File: src/rtl/pc_pkg.sv
// Shared types and helpers for the fetch-stage program-counter generator.
// Covers the FSM state enum, the redirect alignment mask and the RAS pointer width.
package pc_pkg;

    typedef enum logic [1:0] {
        BOOT = 2'd0,
        RUN  = 2'd1,
        HALT = 2'd2
    } pc_state_e;

    // Low address bits that must be zero for an instruction-aligned PC.
    function automatic logic [31:0] align_mask(input int unsigned instr_bytes);
        return instr_bytes - 32'd1;
    endfunction

    function automatic int ras_ptr_w(input int depth);
        return $clog2(depth);
    endfunction

endpackage

File: src/rtl/pc_ras.sv
// Circular return-address stack: a full push overwrites the oldest entry.
// Pop together with push replaces the top entry in place.
module pc_ras
    import pc_pkg::*;
#(
    parameter int XLEN  = 32,
    parameter int DEPTH = 4
) (
    input  logic            clk,
    input  logic            rst,
    input  logic            push,
    input  logic            pop,
    input  logic            flush,
    input  logic [XLEN-1:0] push_data,
    output logic [XLEN-1:0] top,
    output logic            empty
);

    localparam int PW = ras_ptr_w(DEPTH);
    localparam int CW = PW + 1;

    logic [XLEN-1:0] mem [DEPTH];
    logic [PW-1:0]   ptr_q;
    logic [CW-1:0]   cnt_q;
    logic [PW-1:0]   top_idx;
    logic            pop_ok;

    assign top_idx = ptr_q - PW'(1);
    assign top     = mem[top_idx];
    assign empty   = (cnt_q == '0);
    assign pop_ok  = pop & ~empty;

    // NOTE: sequential state uses non-blocking assignments so every flop samples pre-edge values.
    always_ff @(posedge clk or posedge rst) begin
        if (rst) begin
            ptr_q <= '0;
            cnt_q <= '0;
        end else if (flush) begin
            ptr_q <= '0;
            cnt_q <= '0;
        end else if (push && !pop_ok) begin
            ptr_q <= ptr_q + PW'(1);
            if (cnt_q != CW'(DEPTH))
                cnt_q <= cnt_q + CW'(1);
        end else if (pop_ok && !push) begin
            ptr_q <= top_idx;
            cnt_q <= cnt_q - CW'(1);
        end
    end

    // NOTE: the entry array has no reset; the occupancy count alone decides which entries are live.
    always_ff @(posedge clk) begin
        if (!flush && push)
            mem[pop_ok ? top_idx : ptr_q] <= push_data;
    end

endmodule

File: src/rtl/pc_gen.sv
// Fetch program-counter generator with BOOT/RUN/HALT control and misaligned-redirect flag.
// Define PC_RAS_EN to add the return-address stack that predicts return targets.
module pc_gen
    import pc_pkg::*;
#(
    parameter int              XLEN        = 32,
    parameter logic [XLEN-1:0] RESET_VEC   = '0,
    parameter logic [XLEN-1:0] TRAP_VEC    = XLEN'(32'h0000_0100),
    parameter int              INSTR_BYTES = 4,
    parameter int              RAS_DEPTH   = 4
) (
    input  logic            clk,
    input  logic            rst,
    input  logic            stall,
    input  logic            trap_valid,
    input  logic            redirect_valid,
    input  logic [XLEN-1:0] redirect_pc,
    input  logic            halt_req,
    input  logic            resume,
    input  logic            call_valid,
    input  logic            ret_valid,
    input  logic            pc_ready,
    output logic            pc_valid,
    output logic [XLEN-1:0] pc,
    output logic [XLEN-1:0] pc_seq,
    output logic            halted,
    output logic            misaligned
);

`ifdef PC_RAS_EN
    localparam bit RAS_EN = 1'b1;
`else
    localparam bit RAS_EN = 1'b0;
`endif

    localparam logic [XLEN-1:0] ALIGN_MASK = XLEN'(align_mask(INSTR_BYTES));
    localparam logic [XLEN-1:0] STEP       = XLEN'(INSTR_BYTES);

    pc_state_e       state_q, state_d;
    logic [XLEN-1:0] pc_q, pc_d;
    logic            mis_q, mis_d;
    logic            fire;
    logic [XLEN-1:0] redir_aligned;
    logic            redir_mis;
    logic            ras_push, ras_pop, ras_flush, ras_empty;
    logic [XLEN-1:0] ras_top;

    assign pc_valid      = (state_q == RUN);
    assign halted        = (state_q == HALT);
    assign pc            = pc_q;
    assign pc_seq        = pc_q + STEP;
    assign misaligned    = mis_q;
    assign fire          = pc_valid & pc_ready & ~stall;
    assign redir_aligned = redirect_pc & ~ALIGN_MASK;
    assign redir_mis     = |(redirect_pc & ALIGN_MASK);

    always_ff @(posedge clk or posedge rst) begin
        if (rst) begin
            state_q <= BOOT;
            pc_q    <= RESET_VEC;
            mis_q   <= 1'b0;
        end else begin
            state_q <= state_d;
            pc_q    <= pc_d;
            mis_q   <= mis_d;
        end
    end

    // NOTE: every output of this block is given a default first, so no path can infer a latch.
    always_comb begin
        state_d   = state_q;
        pc_d      = pc_q;
        mis_d     = 1'b0;
        ras_push  = 1'b0;
        ras_pop   = 1'b0;
        ras_flush = 1'b0;
        unique case (state_q)
            BOOT: state_d = RUN;
            RUN: begin
                if (trap_valid) begin
                    pc_d      = TRAP_VEC;
                    ras_flush = 1'b1;
                    if (halt_req)
                        state_d = HALT;
                end else if (redirect_valid) begin
                    pc_d  = redir_aligned;
                    mis_d = redir_mis;
                end else if (halt_req) begin
                    state_d = HALT;
                end else if (fire) begin
                    ras_push = RAS_EN & call_valid;
                    if (RAS_EN && ret_valid && !ras_empty) begin
                        pc_d    = ras_top;
                        ras_pop = 1'b1;
                    end else begin
                        pc_d = pc_seq;
                    end
                end
            end
            HALT: begin
                // Trap exits HALT; a redirect only retargets, and resume outranks a repeated halt_req.
                if (trap_valid) begin
                    pc_d      = TRAP_VEC;
                    ras_flush = 1'b1;
                    state_d   = RUN;
                end else begin
                    if (redirect_valid) begin
                        pc_d  = redir_aligned;
                        mis_d = redir_mis;
                    end
                    if (resume)
                        state_d = RUN;
                end
            end
            default: state_d = BOOT;
        endcase
    end

`ifdef PC_RAS_EN
    pc_ras #(
        .XLEN  (XLEN),
        .DEPTH (RAS_DEPTH)
    ) u_ras (
        .clk       (clk),
        .rst       (rst),
        .push      (ras_push),
        .pop       (ras_pop),
        .flush     (ras_flush),
        .push_data (pc_seq),
        .top       (ras_top),
        .empty     (ras_empty)
    );
`else
    logic unused_ras;
    assign ras_top    = '0;
    assign ras_empty  = 1'b1;
    assign unused_ras = ^{call_valid, ret_valid, ras_push, ras_pop, ras_flush};
`endif

endmodule

File: config.mk
export PLATFORM = sky130hd
export DESIGN_NAME = pc_gen
export DESIGN_NICKNAME = d
export VERILOG_FILES = /design/src/rtl/pc_pkg.sv /design/src/rtl/pc_ras.sv /design/src/rtl/pc_gen.sv
export SDC_FILE = /design/constraint.sdc
export NUM_CORES = 1
export LEC_CHECK = 0
export CAP_MARGIN = 20
export CORE_MARGIN = 4
export CORE_UTILIZATION = 25
export DETAILED_ROUTE_END_ITERATION = 16
export GPL_ROUTABILITY_DRIVEN = 0
export GPL_TIMING_DRIVEN = 0
export PLACE_DENSITY_LB_ADDON = 0.12
export REMOVE_ABC_BUFFERS = 1
export SLEW_MARGIN = 40
export SYNTH_ARGS = -nofsm -noshare
export SYNTH_HDL_FRONTEND = slang
export SYNTH_SLANG_ARGS = --single-unit
File: constraint.sdc
create_clock -name clk -period 3 [get_ports clk]
set_input_delay 0.3 -clock clk [delete_from_list [all_inputs] [get_ports clk]]
set_output_delay 0.3 -clock clk [all_outputs]
set_load 0.005 [all_outputs]
==> out/metrics.yaml <==
status: "complete, no violations"
overflow: 0
dieArea_mm2: 0.0121
drt_iter0_drc: 123
post-route-min-period_ns: 2.89
final_antenna_net_count: 0
rows: 36
clkLatencyLatePin_ns: 0.29
first_pass_iters: 4
grt_pass1_wl_mm: 14.8
final_util: 0.393
crit-reg2reg-launch: "state_q[0]"
crit_arrival_ns: 2.59
fmax_mhz: 346
ys_async_sr_fraction: 1.00
hold_viol_final: 0
cp-end-kind: "primary output"
avgSynthCellArea_um2: 8.36
slew_violations: 0
initial_core_util: 0.261
fin_area_mm2: 0.00391
cts_made_buffers: 5
grt_max_degree: 23
syn_area_mm2: 0.00260
cts.clk_slew.worst_paths_ns: 0.08
h-tree-depth: 2
io_pins: 109
fp.dieW_um: 110
worstHoldPathType: "in2async"
cp-start-kind: "flop"
synth_flop_cell: "dfrtp_1"
synth_edf_count: 0
tightestPinTransition_ns: 0.788
insertedDiodeCount: 0
setup_slack_ns: 0.108
via_per_inst: 5.00
synth_area_leaders: "dfrtp_1, xnor2_1, o21ai_0, nand2_1, nor2_1"
clk_path_buf_depth: 2
place_ws_ns: -0.323
r2r-end: "pc[17]"
ys_seq_area_frac: 0.318
netlist-cell-type-count: 53
min_period_over_period: 0.964
finalClockSkew_ns: 0.00615
synthToLayoutAreaGrowth_pct: 50.4
setup_viol: 0
clock_sinks: 33
drc: 0
wl_mm: 9.55
antenna_found_initial: 0
rsz0062_at_grt: "yes"
place_hpwl_mm: 7.15
die-height_um: 110
ys_warn_count: 0
cts_root_buf: "clkbuf_8"
powerDensity_mw_per_mm2: 834
critPathKind: "reg2out"
reg2reg_slack_ns: 0.30
numPortBuffers: 102
vdd_drop_max_uv: 316
num-nets-final: 458
synth_top_area_share: 0.318
syn_inst: 311
cp.required_ns: 2.70
maxCapViolCount: 0
vias: 2726
fillers: 1041
core_area_mm2: 0.00995
worstRegToRegCells: 9
cp_max_fo: 6
maxSlewHeadroom: 0.473
dpl_cell_area_mm2: 0.00372
first_global_vias: 2705
layout-drive-gt1-share: 0.121
yosysTopAreaCell: "dfrtp_1"
cts_tree: "built"
avgRoutedWirePerCell_um: 17.5
track_usage: 0.159
yosys_register_bits: 33
holdBufCountCts: 0
p_leak_uw: 0.00150
==> kinds of logic (layout without fill, tap and decap cells) <==
family,count (synthesis),after routing,share of synthesized area
and+or+nand+nor,120,120,0.251
buffers and inverters,34,132,0.0790
adders and majority gates,5,5,0.0241
other,1,4,0.00144
xor gates and xnor gates,28,28,0.0944
muxes,7,7,0.0270
AOI/OAI and AO/OA,83,83,0.206
DFF,33,33,0.318
==> registers in the layout, summed over array words and instances (netlist names) <==
signal,cells
pc,30
state_q,2
misaligned,1
==> power breakdown <==
group | leakage (uW) | switching, uW | internal, uW
Clock | 0.0000542 | 179 | 208
Sequential | 0.000417 | 326 | 634
Combinational | 0.00103 | 869 | 1050
==> layout make-up <==
cell class	instances	area [um^2]	share of cell area
repair buffers	113	1120	0.287
multi-input cells	247	1640	0.420
flip-flops and latches	33	835	0.214
inverters	11	41.3	0.0106
clock buffers	7	96.3	0.0247
clock inverters	1	5.00	0.00128
well taps	133	166	0.0426
==> how the worst max path moves through the flow <==
stage,from,depth (start not counted),slack (ns),end
floorplan,state_q[0],7,-0.56,pc[21]
global placement,trap_valid,6,-3.33,pc[23]
detailed placement,state_q[0],7,-0.32,pc[22]
CTS,pc[6],6,0.01,pc_seq[27]
global route,pc[9],5,-0.0008,pc_seq[29]
finish,pc[6],6,0.11,pc_seq[29]
==> worst max-delay path: stages (launching register included) <==
cell             delay (ns)
dfrtp_1                0.45
nand4_1                0.12
buf_4                  0.18
or4_4                  0.60
nor4_4                 0.26
xor2_1                 0.18
clkdlybuf4s50_1        0.53
==> synthesized netlist by cell type (all sizes together) (2+ instances only) <==
| library cell | count |
|---|---|
| a21oi | 17 |
| a221o | 2 |
| a22oi | 6 |
| a31oi | 3 |
| a32oi | 2 |
| and2 | 3 |
| and3 | 7 |
| buf | 10 |
| clkbuf | 13 |
| dfrtp | 33 |
| ha | 5 |
| inv | 11 |
| mux2i | 7 |
| nand2 | 30 |
| nand3 | 13 |
| nand4 | 12 |
| nor2 | 28 |
| nor3 | 7 |
| nor4 | 7 |
| nor4b | 2 |
| o211ai | 3 |
| o21ai | 26 |
| o22ai | 4 |
| o2bb2ai | 4 |
| o311ai | 5 |
| o31a | 2 |
| o31ai | 3 |
| or2 | 4 |
| or3 | 2 |
| or4 | 3 |
| xnor2 | 20 |
| xor2 | 8 |
==> cell usage in the layout, fill, tap and decap left out, types with 5 or more instances in the layout <==
cell type,instances
nand3_1,12
nor3_1,6
a21oi_1,17
nand4_1,11
dfrtp_1,26
and3_1,6
dfrtp_2,7
clkbuf_8,7
xor2_1,8
mux2i_1,7
inv_1,10
nand2_1,28
o21ai_0,25
buf_4,7
clkdlybuf4s50_1,102
xnor2_1,20
nor2_1,27
a22oi_1,6
o311ai_0,5
==> repair_timing <==
item | in CTS | in global routing
resized for setup | 8 | 7
setup endpoints to repair | 28 | 15
buffers inserted | 6 | 0
pin swaps | 3 | 1
==> metrics by stage <==
stage | hold slack [ns] | total power, uW | setup TNS [ns] | cells
final | 0.283 | 3260 | 0 | 545
after global routing | 0.311 | 3540 | -0.000782 | 545
after CTS | 0.287 | 3290 | 0 | 545
after detailed placement | 0.557 | 2870 | -2.17 | 531
after global placement | 0.560 | 2760 | -64.27 | 526
after floorplan | 0.397 | 1710 | -5.76 | 291
==> routing by layer <==
layer | share of wire | global-route usage | up-vias
li1 | - | - | 1329
met1 | 0.47 | 0.220 | 1314
met2 | 0.47 | 0.255 | 77
met3 | 0.057 | 0.0323 | 6
met4 | 0.0089 | 0.0383 | 0
met5 | 0 | 0 | -
Note: power is estimated with default switching activity, not from simulation.
